[config.mk]
export PLATFORM = sky130hd
export DESIGN_NAME = pll_lock_supervisor
export DESIGN_NICKNAME = d
export VERILOG_FILES = /design/src/rtl/pll_sup_pkg.sv /design/src/rtl/sync_2ff.sv /design/src/rtl/pll_lock_supervisor.sv
export SDC_FILE = /design/constraint.sdc
export NUM_CORES = 1
export LEC_CHECK = 0
export CORE_MARGIN = 1
export CORE_UTILIZATION = 45
export DETAILED_ROUTE_END_ITERATION = 12
export PLACE_DENSITY = 0.66
export SYNTH_ARGS = -nofsm -noshare
export SYNTH_HDL_FRONTEND = slang
export SYNTH_HIERARCHICAL = 1
export SYNTH_SLANG_ARGS = --single-unit
[constraint.sdc]
create_clock -name clk -period 2.8 [get_ports clk]
set_clock_uncertainty 0.05 [all_clocks]
set_input_delay 0.42 -clock clk [delete_from_list [all_inputs] [get_ports clk]]
set_output_delay 0.42 -clock clk [all_outputs]
set_load 0.02 [all_outputs]
[src/rtl/pll_sup_pkg.sv]
// pll_sup_pkg
//   Shared definitions for the PLL lock supervisor: FSM state encoding,
//   default timing parameters, the relock counter width and a small
//   helper for sizing the shared down-counter.
package pll_sup_pkg;

    typedef enum logic [2:0] {
        RESET_PLL = 3'd0,
        WAIT_LOCK = 3'd1,
        STABLE    = 3'd2,
        RUN       = 3'd3,
        FAIL      = 3'd4
    } state_t;

    localparam int DEF_RST_CYCLES    = 16;
    localparam int DEF_LOCK_TIMEOUT  = 50000;   // 1 ms at 50 MHz
    localparam int DEF_STABLE_CYCLES = 1024;
    localparam int DEF_MAX_RETRY     = 8;

    localparam int RELOCK_W = 8;

    function automatic int max3(input int a, input int b, input int c);
        int m;
        m = (a > b) ? a : b;
        return (m > c) ? m : c;
    endfunction

endpackage

[src/rtl/sync_2ff.sv]
// sync_2ff
//   Two-flop synchroniser for signals crossing into the clk domain.
//   Also used for destination-domain reset synchronisers.
// Ports:
//   clk  in       destination clock
//   rst  in       asynchronous active-high reset, clears both stages
//   d    in  W    asynchronous input
//   q    out W    synchronised output (2 clk edges of latency)
module sync_2ff #(
    parameter int WIDTH = 1
) (
    input  logic             clk,
    input  logic             rst,
    input  logic [WIDTH-1:0] d,
    output logic [WIDTH-1:0] q
);

    logic [WIDTH-1:0] meta;

    always_ff @(posedge clk or posedge rst) begin
        if (rst) begin
            meta <= '0;
            q    <= '0;
        end else begin
            meta <= d;
            q    <= meta;
        end
    end

endmodule

[src/rtl/pll_lock_supervisor.sv]
// pll_lock_supervisor
//   Drives the PLL reset, waits for lock with a retrying timeout, requires
//   lock to be stable for STABLE_CYCLES before releasing sys_rst, and
//   restarts the PLL whenever lock is lost in RUN.
// Ports:
//   clk         in      50 MHz reference clock (same source as PLL clkin1)
//   rst         in      asynchronous active-high reset
//   pll_lock    in      PLL lock, asynchronous to clk
//   pll_rst     out     PLL RST input, active-high
//   sys_rst     out     downstream reset, active-high (low only in RUN)
//   pll_ready   out     high while in RUN
//   fail        out     high in the terminal FAIL state
//   relock_cnt  out 8   lock losses seen in RUN, saturating at 255
//   state       out 3   current FSM state (debug)
module pll_lock_supervisor
    import pll_sup_pkg::*;
#(
    parameter int RST_CYCLES    = DEF_RST_CYCLES,
    parameter int LOCK_TIMEOUT  = DEF_LOCK_TIMEOUT,
    parameter int STABLE_CYCLES = DEF_STABLE_CYCLES,
    parameter int MAX_RETRY     = DEF_MAX_RETRY
) (
    input  logic                clk,
    input  logic                rst,
    input  logic                pll_lock,
    output logic                pll_rst,
    output logic                sys_rst,
    output logic                pll_ready,
    output logic                fail,
    output logic [RELOCK_W-1:0] relock_cnt,
    output logic [2:0]          state
);

    // The counter is loaded with N-1 on entry and the state is left when it
    // reads zero, so it only ever has to hold values below the largest N.
    localparam int CNT_MAX = max3(RST_CYCLES, LOCK_TIMEOUT, STABLE_CYCLES);
    localparam int CNT_W   = (CNT_MAX > 1) ? $clog2(CNT_MAX) : 1;
    localparam int RETRY_W = $clog2(MAX_RETRY + 1);

    state_t               state_q, state_next;
    logic [CNT_W-1:0]     cnt_q, cnt_next;
    logic [RETRY_W-1:0]   retry_q, retry_next;
    logic [RELOCK_W-1:0]  relock_next;
    logic                 lock_s;

    sync_2ff #(.WIDTH(1)) u_lock_sync (
        .clk (clk),
        .rst (rst),
        .d   (pll_lock),
        .q   (lock_s)
    );

    // NOTE: every signal written here gets a default first so no path leaves
    // it unassigned; otherwise synthesis infers a latch.
    always_comb begin
        state_next  = state_q;
        retry_next  = retry_q;
        relock_next = relock_cnt;

        unique case (state_q)
            RESET_PLL: begin
                if (cnt_q == '0) state_next = WAIT_LOCK;
            end
            WAIT_LOCK: begin
                // Lock takes priority over a timeout landing on the same cycle.
                if (lock_s) begin
                    state_next = STABLE;
                end else if (cnt_q == '0) begin
                    retry_next = retry_q + RETRY_W'(1);
                    state_next = (retry_next == RETRY_W'(MAX_RETRY)) ? FAIL : RESET_PLL;
                end
            end
            STABLE: begin
                // Loss takes priority over completion of the stability window.
                if (!lock_s) begin
                    state_next = WAIT_LOCK;
                end else if (cnt_q == '0) begin
                    state_next = RUN;
                    retry_next = '0;
                end
            end
            RUN: begin
                if (!lock_s) begin
                    state_next = RESET_PLL;
                    if (relock_cnt != '1) relock_next = relock_cnt + RELOCK_W'(1);
                end
            end
            FAIL: begin
                state_next = FAIL;
            end
            default: begin
                state_next = RESET_PLL;
            end
        endcase

        if (state_next != state_q) begin
            unique case (state_next)
                RESET_PLL: cnt_next = CNT_W'(RST_CYCLES - 1);
                WAIT_LOCK: cnt_next = CNT_W'(LOCK_TIMEOUT - 1);
                STABLE:    cnt_next = CNT_W'(STABLE_CYCLES - 1);
                default:   cnt_next = '0;
            endcase
        end else if (cnt_q != '0) begin
            cnt_next = cnt_q - CNT_W'(1);
        end else begin
            cnt_next = cnt_q;
        end
    end

    // NOTE: state is updated with non-blocking assignments so every flop
    // samples the pre-edge values, independent of statement order.
    always_ff @(posedge clk or posedge rst) begin
        if (rst) begin
            state_q    <= RESET_PLL;
            cnt_q      <= CNT_W'(RST_CYCLES - 1);
            retry_q    <= '0;
            relock_cnt <= '0;
            pll_rst    <= 1'b1;
            sys_rst    <= 1'b1;
            pll_ready  <= 1'b0;
            fail       <= 1'b0;
        end else begin
            state_q    <= state_next;
            cnt_q      <= cnt_next;
            retry_q    <= retry_next;
            relock_cnt <= relock_next;
            // Outputs decode the next state so they move on the same edge.
            pll_rst    <= (state_next == RESET_PLL);
            sys_rst    <= (state_next != RUN);
            pll_ready  <= (state_next == RUN);
            fail       <= (state_next == FAIL);
        end
    end

    assign state = state_q;

endmodule

==> results.sh, run 1 <==
export IMPL_regArea_um2=933.4
export IMPL_worst_setup_path_start_kind="flop"
export IMPL_clkTransAtPathRegs_ns=0.07
export IMPL_avgSynthCellArea_um2=9.608
export IMPL_grt_total_usage=0.1964
export IMPL_syn_inst=215
export IMPL_place_area_mm2=0.002305
export IMPL_final_area_mm2=0.002395
export IMPL_status="finished, final reports clean"
export IMPL_max_freq_mhz=406.6
export IMPL_rsz0062_at_grt="false"
export IMPL_synth_seq_cells=37
export IMPL_die_w_um=69.76
export IMPL_clk_path_buf_depth=2
export IMPL_cts_root_buf="clkbuf_8"
export IMPL_pin_count=18
export IMPL_tns_ns=0
export IMPL_nNetsFinal=244
export IMPL_core_area_mm2=0.004384
export IMPL_wl_per_cell_um=14.75
export IMPL_syn_cell_area_mm2=0.002066
export IMPL_slew_limit_headroom=0.6097
export IMPL_critPathCaptureType="flop"
export IMPL_synth_nets=222
export IMPL_cts_buffers=5
export IMPL_synthArstFlopShare=1.000
export IMPL_yosys_warnings=6
export IMPL_grt_ovfl_total=0
export IMPL_clock_sinks=37
export IMPL_crit_fanout=8
export IMPL_io_buffers=17
export IMPL_initial_utilization=0.4712
export IMPL_final_cells=290
export IMPL_row_count=24
export IMPL_routed_wl_um=4278
export IMPL_clk_latency_ns=0.29
export IMPL_hold_viol_final=0
export IMPL_synth_cell_types=51
export IMPL_h_tree_depth=2
export IMPL_drc=0
export IMPL_ant_nets=0
export IMPL_tightest_slew_ns=0.5855
export IMPL_fill_cells=403
export IMPL_diodes=0
export IMPL_synth_main_ff_cell="dfrtp_1"
export IMPL_antenna_found_initial=0
export IMPL_hold_ws_ns=0.2458
export IMPL_hold_buffers=0
export IMPL_dpl_cell_count=282
export IMPL_timing_final_crit_share=0.8785
export IMPL_drv_slew=0
export IMPL_critPathTopFamily="compound AO/OA/AOI/OAI gates"
export IMPL_min_period_ns=2.460
export IMPL_ir_worst_vdd_mv=0.4913
export IMPL_drive_above_1_share=0.1261
export IMPL_synth_seq_area_share=0.4518
export IMPL_leakagePower_nw=0.9804
export IMPL_cp_slowest_cell="a221oi_2"
export IMPL_die_h_um=69.76
export IMPL_path_depth=7
export IMPL_arrival_ns=2.63
export IMPL_viasPerCell=5.572
export IMPL_crit_required_ns=2.97
export IMPL_synth_area_top_cells="dfrtp_1 38%, dfstp_2 7.6%, xnor2_1 5.5%"
export IMPL_first_pass_iters=4
export IMPL_path_class="reg2reg"
export IMPL_first_global_vias=1505
export IMPL_dp_hpwl_um=3042
export IMPL_drt_initial_drc_count=65
export IMPL_critPathBufInv=1
export IMPL_place_congestion=0.8050
export IMPL_floorplan_die_area_mm2=0.004866
export IMPL_cpPeakStageDelay_ns=0.67
export IMPL_yosysTopAreaCellShare=0.3755
export IMPL_power_density_mw_per_mm2=782.5
export IMPL_cts_tree="yes"
export IMPL_post_cts_buffers=0
export IMPL_synth_most_common_cell="dfrtp_1"
export IMPL_yosys_area_top_type="dfrtp_1"
export IMPL_synth_common_cells="31 x dfrtp_1, 23 x nand2_1, 16 x nor2_1"
export IMPL_path_cells="inv_1 -> ha_1 -> nor4b_1 -> nand4_1 -> a221oi_2 -> o21ai_0 -> a22oi_1"
export IMPL_grt_max_degree=36
export IMPL_hold_class="in2async"
export IMPL_synth_edf_count=0
export IMPL_r2r_cells=7
export IMPL_grt_pass1_wl_um=7389
export IMPL_multi_input_area_mm2=0.001072
export IMPL_drv_cap=0
export IMPL_vias=1616
export IMPL_setup_viol=0
export IMPL_cts_resized=0
export IMPL_area_delta_synth_final_pct=15.93
[worst register-to-register path, stage by stage, from the launching register on]
cell      delay (ns)
dfstp_2         0.40
inv_1           0.06
ha_1            0.30
nor4b_1         0.26
nand4_1         0.35
a221oi_2        0.67
o21ai_0         0.15
a22oi_1         0.16
[cell type report]
cell class                      count  area share
Timing Repair Buffer               20     0.08046
Clock buffer                        8     0.03762
Sequential cell                    37      0.3898
Inverter                           11     0.01724
Tap cell                           52     0.02717
Multi-Input combinational cell    162      0.4478
[worst paths after layout]
check,start,end,slack [ns]
setup / recovery,cnt_q[0]$_DFFE_PP1P_,cnt_q[0]$_DFFE_PP1P_,0.34
hold / removal,rst,u_lock_sync/meta$_DFF_PP0_,0.25
setup reg to reg,cnt_q[0]$_DFFE_PP1P_,cnt_q[0]$_DFFE_PP1P_,0.34
hold reg to reg,u_lock_sync/meta$_DFF_PP0_,u_lock_sync/q$_DFF_PP0_,0.30
max in group asynchronous,rst,cnt_q[2]$_DFFE_PP1P_,1.84
min in group clk,u_lock_sync/meta$_DFF_PP0_,u_lock_sync/q$_DFF_PP0_,0.30
[logic make-up after synthesis]
group,count (synthesis),share of synthesized area
adders and majority gates,4,0.02423
AOI/OAI and AO/OA,47,0.1526
and+or+nand+nor,92,0.2598
xor gates and xnor gates,17,0.07208
buffers and inverters,16,0.02907
DFF,37,0.4518
muxes,2,0.01030
[routing by layer]
| metal | global-route usage | wire length, um |
|---|---|---|
| met1 | 0.2785 | 2189 |
| met2 | 0.2891 | 1835 |
| met3 | 0.05087 | 177 |
| met4 | 0.07333 | 74 |
| met5 | 0 | 0 |
[power breakdown]
group	switching [W]	internal, W	total, W
Clock	0.000183	0.000201	0.000384
Combinational	0.000341	0.000291	0.000632
Sequential	0.000179	0.000679	0.000858
[metrics by stage]
step	util	worst slack (ns)	power, W
after floorplan	-	0.6800	0.001281
after global placement	0.5257	0.3692	0.001487
after detailed placement	0.5257	0.3244	0.001495
after CTS	0.5462	0.3066	0.001892
after global routing	0.5462	0.08964	0.002013
final	0.5462	0.3403	0.001874
[state kept, by name (all words and copies together), names as in the netlist]
signal / cells
sys_rst: 1
pll_rst: 1
relock_cnt: 8
state: 3
fail: 1
retry_q: 4
u_lock_sync/q: 1
u_lock_sync/meta: 1
cnt_q: 16
pll_ready: 1
[cell usage in the layout (no fill, tap or decap), drive strengths merged, types with 4 or more instances in the layout]
| master | instances |
|---|---|
| dfrtp | 31 |
| nand2 | 24 |
| clkdlybuf4s50 | 17 |
| o21ai | 17 |
| nor2 | 16 |
| xnor2 | 13 |
| inv | 11 |
| a21oi | 9 |
| nor3 | 8 |
| clkbuf | 8 |
| dfstp | 6 |
| nand2b | 5 |
| or4 | 5 |
| or3 | 5 |
| nor4 | 5 |
| nand4 | 4 |
| nand3 | 4 |
| and3 | 4 |
| xor2 | 4 |
| ha | 4 |
Power figures use the tool's default switching activity.
==> run 2: changes to the inputs <==
CTS_CLUSTER_SIZE = 20   (was default)
TNS_END_PERCENT = 20   (was default)
==> results of run 2 <==
Same layout as run 1: the final DEF is identical, and so are final timing and power.
==> run 3: changes to the inputs <==
SYNTH_HIERARCHICAL = default   (was 1)
==> run 3 against run 2 <==
Hold slack improved by 0.059 ns; critical endpoint is now cnt_q[4]$_DFFE_PP0P_; combinational power rose by 5.9%; critical path type unchanged; die area fell by 1.0%; largest power group unchanged; design area fell by 0.73%; count of clock-buffer cells in the layout fell by 1.
==> results.sh, run 3 <==
export IMPL_status="finished, final reports clean"
export IMPL_synth_main_ff_cell="dfrtp_1"
export IMPL_critPathBufInv=1
export IMPL_antenna_found_initial=0
export IMPL_cts_tree="yes"
export IMPL_met2WireLength_um=1753
export IMPL_path_class="reg2reg"
export IMPL_h_tree_depth=2
export IMPL_syn_inst=201
export IMPL_hold_viol_final=0
export IMPL_worst_setup_path_start_kind="flop"
export IMPL_hold_buffers=0
export IMPL_slew_limit_headroom=0.6537
export IMPL_max_freq_mhz=437.5
export IMPL_drv_cap=0
export IMPL_nNetsFinal=229
export IMPL_vias=1522
export IMPL_floorplan_die_area_mm2=0.004817
export IMPL_cts_root_buf="clkbuf_8"
export IMPL_synth_cell_types=53
export IMPL_leakagePower_nw=1.008
export IMPL_min_period_ns=2.286
export IMPL_power_w=0.001986
export IMPL_drt_initial_drc_count=108
export IMPL_diodes=0
export IMPL_synth_edf_count=0
export IMPL_final_cell_mix="31 x dfrtp_1, 18 x nand2_1, 17 x clkdlybuf4s50_1"
export IMPL_dpl_cell_count=267
export IMPL_avgSynthCellArea_um2=10.17
export IMPL_die_h_um=69.41
export IMPL_clk_path_buf_depth=2
export IMPL_core_area_mm2=0.004354
export IMPL_drive_above_1_share=0.1390
export IMPL_die_w_um=69.41
export IMPL_wirelength_met1_um=1930
export IMPL_arrival_ns=2.43
export IMPL_highest_layer="met4"
export IMPL_yosysTopAreaCellShare=0.3794
export IMPL_syn_cell_area_mm2=0.002044
export IMPL_area_delta_synth_final_pct=16.28
export IMPL_routed_wl_um=3926
export IMPL_timing_final_crit_share=0.8163
export IMPL_grt_pass1_wl_um=6900
export IMPL_crit_required_ns=2.95
export IMPL_hold_class="reg2reg"
export IMPL_synth_area_top_cells="dfrtp_1 38%, dfstp_2 7.7%, xnor2_1 4.7%"
export IMPL_cts_resized=0
export IMPL_synth_common_cells="31 x dfrtp_1, 18 x nand2_1, 15 x o21ai_0"
export IMPL_pin_count=18
export IMPL_dp_hpwl_um=2758
export IMPL_first_pass_iters=4
export IMPL_drc=0
export IMPL_wl_met3_um=155
export IMPL_place_congestion=0.8126
export IMPL_grt_ovfl_total=0
export IMPL_crit_fanout=9
export IMPL_ant_nets=0
export IMPL_synth_nets=208
export IMPL_rsz0062_at_grt="false"
export IMPL_io_buffers=17
export IMPL_clkTransAtPathRegs_ns=0.07
export IMPL_drv_slew=0
export IMPL_grt_total_usage=0.1810
export IMPL_synth_most_common_cell="dfrtp_1"
export IMPL_reg_largest_list="cnt_q x16, relock_cnt x8, retry_q x4"
export IMPL_synthArstFlopShare=1.000
export IMPL_fill_cells=389
export IMPL_initial_utilization=0.4695
export IMPL_synth_seq_area_share=0.4565
export IMPL_viasPerCell=5.535
export IMPL_cts_buffers=5
export IMPL_critPathCaptureType="flop"
export IMPL_final_common_cell="dfrtp_1"
export IMPL_top_register="cnt_q"
export IMPL_post_cts_buffers=0
export IMPL_row_count=24
export IMPL_path_cells="inv_1 -> ha_1 -> nor3b_2 -> and4_1 -> a31o_2 -> nand2b_1 -> o21ai_0"
export IMPL_final_cells=275
export IMPL_wl_per_cell_um=14.28
export IMPL_cp_slowest_cell="dfstp_2"
export IMPL_hold_ws_ns=0.3050
export IMPL_clock_sinks=37
export IMPL_utilization=0.5460
export IMPL_power_density_mw_per_mm2=835.3
export IMPL_yosys_area_top_type="dfrtp_1"
export IMPL_tns_ns=0
export IMPL_clk_latency_ns=0.29
export IMPL_synth_seq_cells=37
export IMPL_setup_viol=0
export IMPL_yosys_warnings=0
export IMPL_first_global_vias=1461
export IMPL_tightest_slew_ns=0.5171
export IMPL_ir_worst_vdd_mv=0.3952
export IMPL_cpPeakStageDelay_ns=0.56
export IMPL_grt_max_degree=38
export IMPL_largest_reg_flops=16
export IMPL_critPathTopFamily="simple AND/OR/NAND/NOR gates"
-- run 3: worst paths after layout --
| path | startpoint | endpoint | slack, ns | depth (start not counted) |
|---|---|---|---|---|
| worst min register to register | u_lock_sync.meta$_DFF_PP0_ | u_lock_sync.q$_DFF_PP0_ | 0.31 | 0 |
| worst max register to register | cnt_q[0]$_DFFE_PP1P_ | cnt_q[4]$_DFFE_PP0P_ | 0.51 | 7 |
| min in group asynchronous | rst | retry_q[3]$_DFFE_PP0P_ | 0.47 | 3 |
| worst max-delay path | cnt_q[0]$_DFFE_PP1P_ | cnt_q[4]$_DFFE_PP0P_ | 0.51 | 7 |
| worst min-delay path | u_lock_sync.meta$_DFF_PP0_ | u_lock_sync.q$_DFF_PP0_ | 0.31 | 0 |
| max in group asynchronous | rst | pll_rst$_DFF_PP1_ | 1.87 | 3 |
-- run 3: power breakdown --
group,internal [W],switching [W]
Clock,0.000222,0.000184
Sequential,0.000695,0.000216
Combinational,0.000320,0.000348
-- run 3: cells by family (layout without fill, tap and decap cells) --
logic type	count (synthesis)	in the layout	share of synthesized area
AO/OA/AOI/OAI	40	40	0.1334
XOR/XNOR	19	19	0.08140
adder cells (fa/ha/maj)	4	4	0.02448
buffers and inverters	13	35	0.02570
flip-flops	37	37	0.4565
multiplexers	3	3	0.01530
AND/OR/NAND/NOR	85	85	0.2632
-- run 3: through the flow --
stage          area (um2)  setup WS, ns
2_1_floorplan        2044        0.6684
3_3_place_gp         2276        0.6315
3_5_place_dp         2276        0.5319
4_1_cts              2377        0.4851
5_1_grt              2377        0.3589
6_report             2377        0.5143
-- run 3: area by class of cell --
class                      instances  area (um2)  share of cell area
sequential                        37       933.4              0.3926
clock inverter                     1       5.005            0.002105
timing repair buffer              20       192.7             0.08105
tap                               52       65.06             0.02737
multi-input combinational        151        1059              0.4453
inverter                           7       26.28             0.01105
clock buffer                       7       96.34             0.04053
-- run 3: worst reg2reg max path, stage by stage, from the launching register on --
cell and delay, ns:
dfstp_2 0.56, inv_1 0.05, ha_1 0.24, nor3b_2 0.18, and4_1 0.27, a31o_2 0.31
nand2b_1 0.28, o21ai_0 0.25
-- run 3: layer usage --
layer  vias up  global-route usage
met5         -                   0
met4         0             0.07483
met3         8             0.05669
met2        40              0.2708
met1       703              0.2431
li1        771                   -
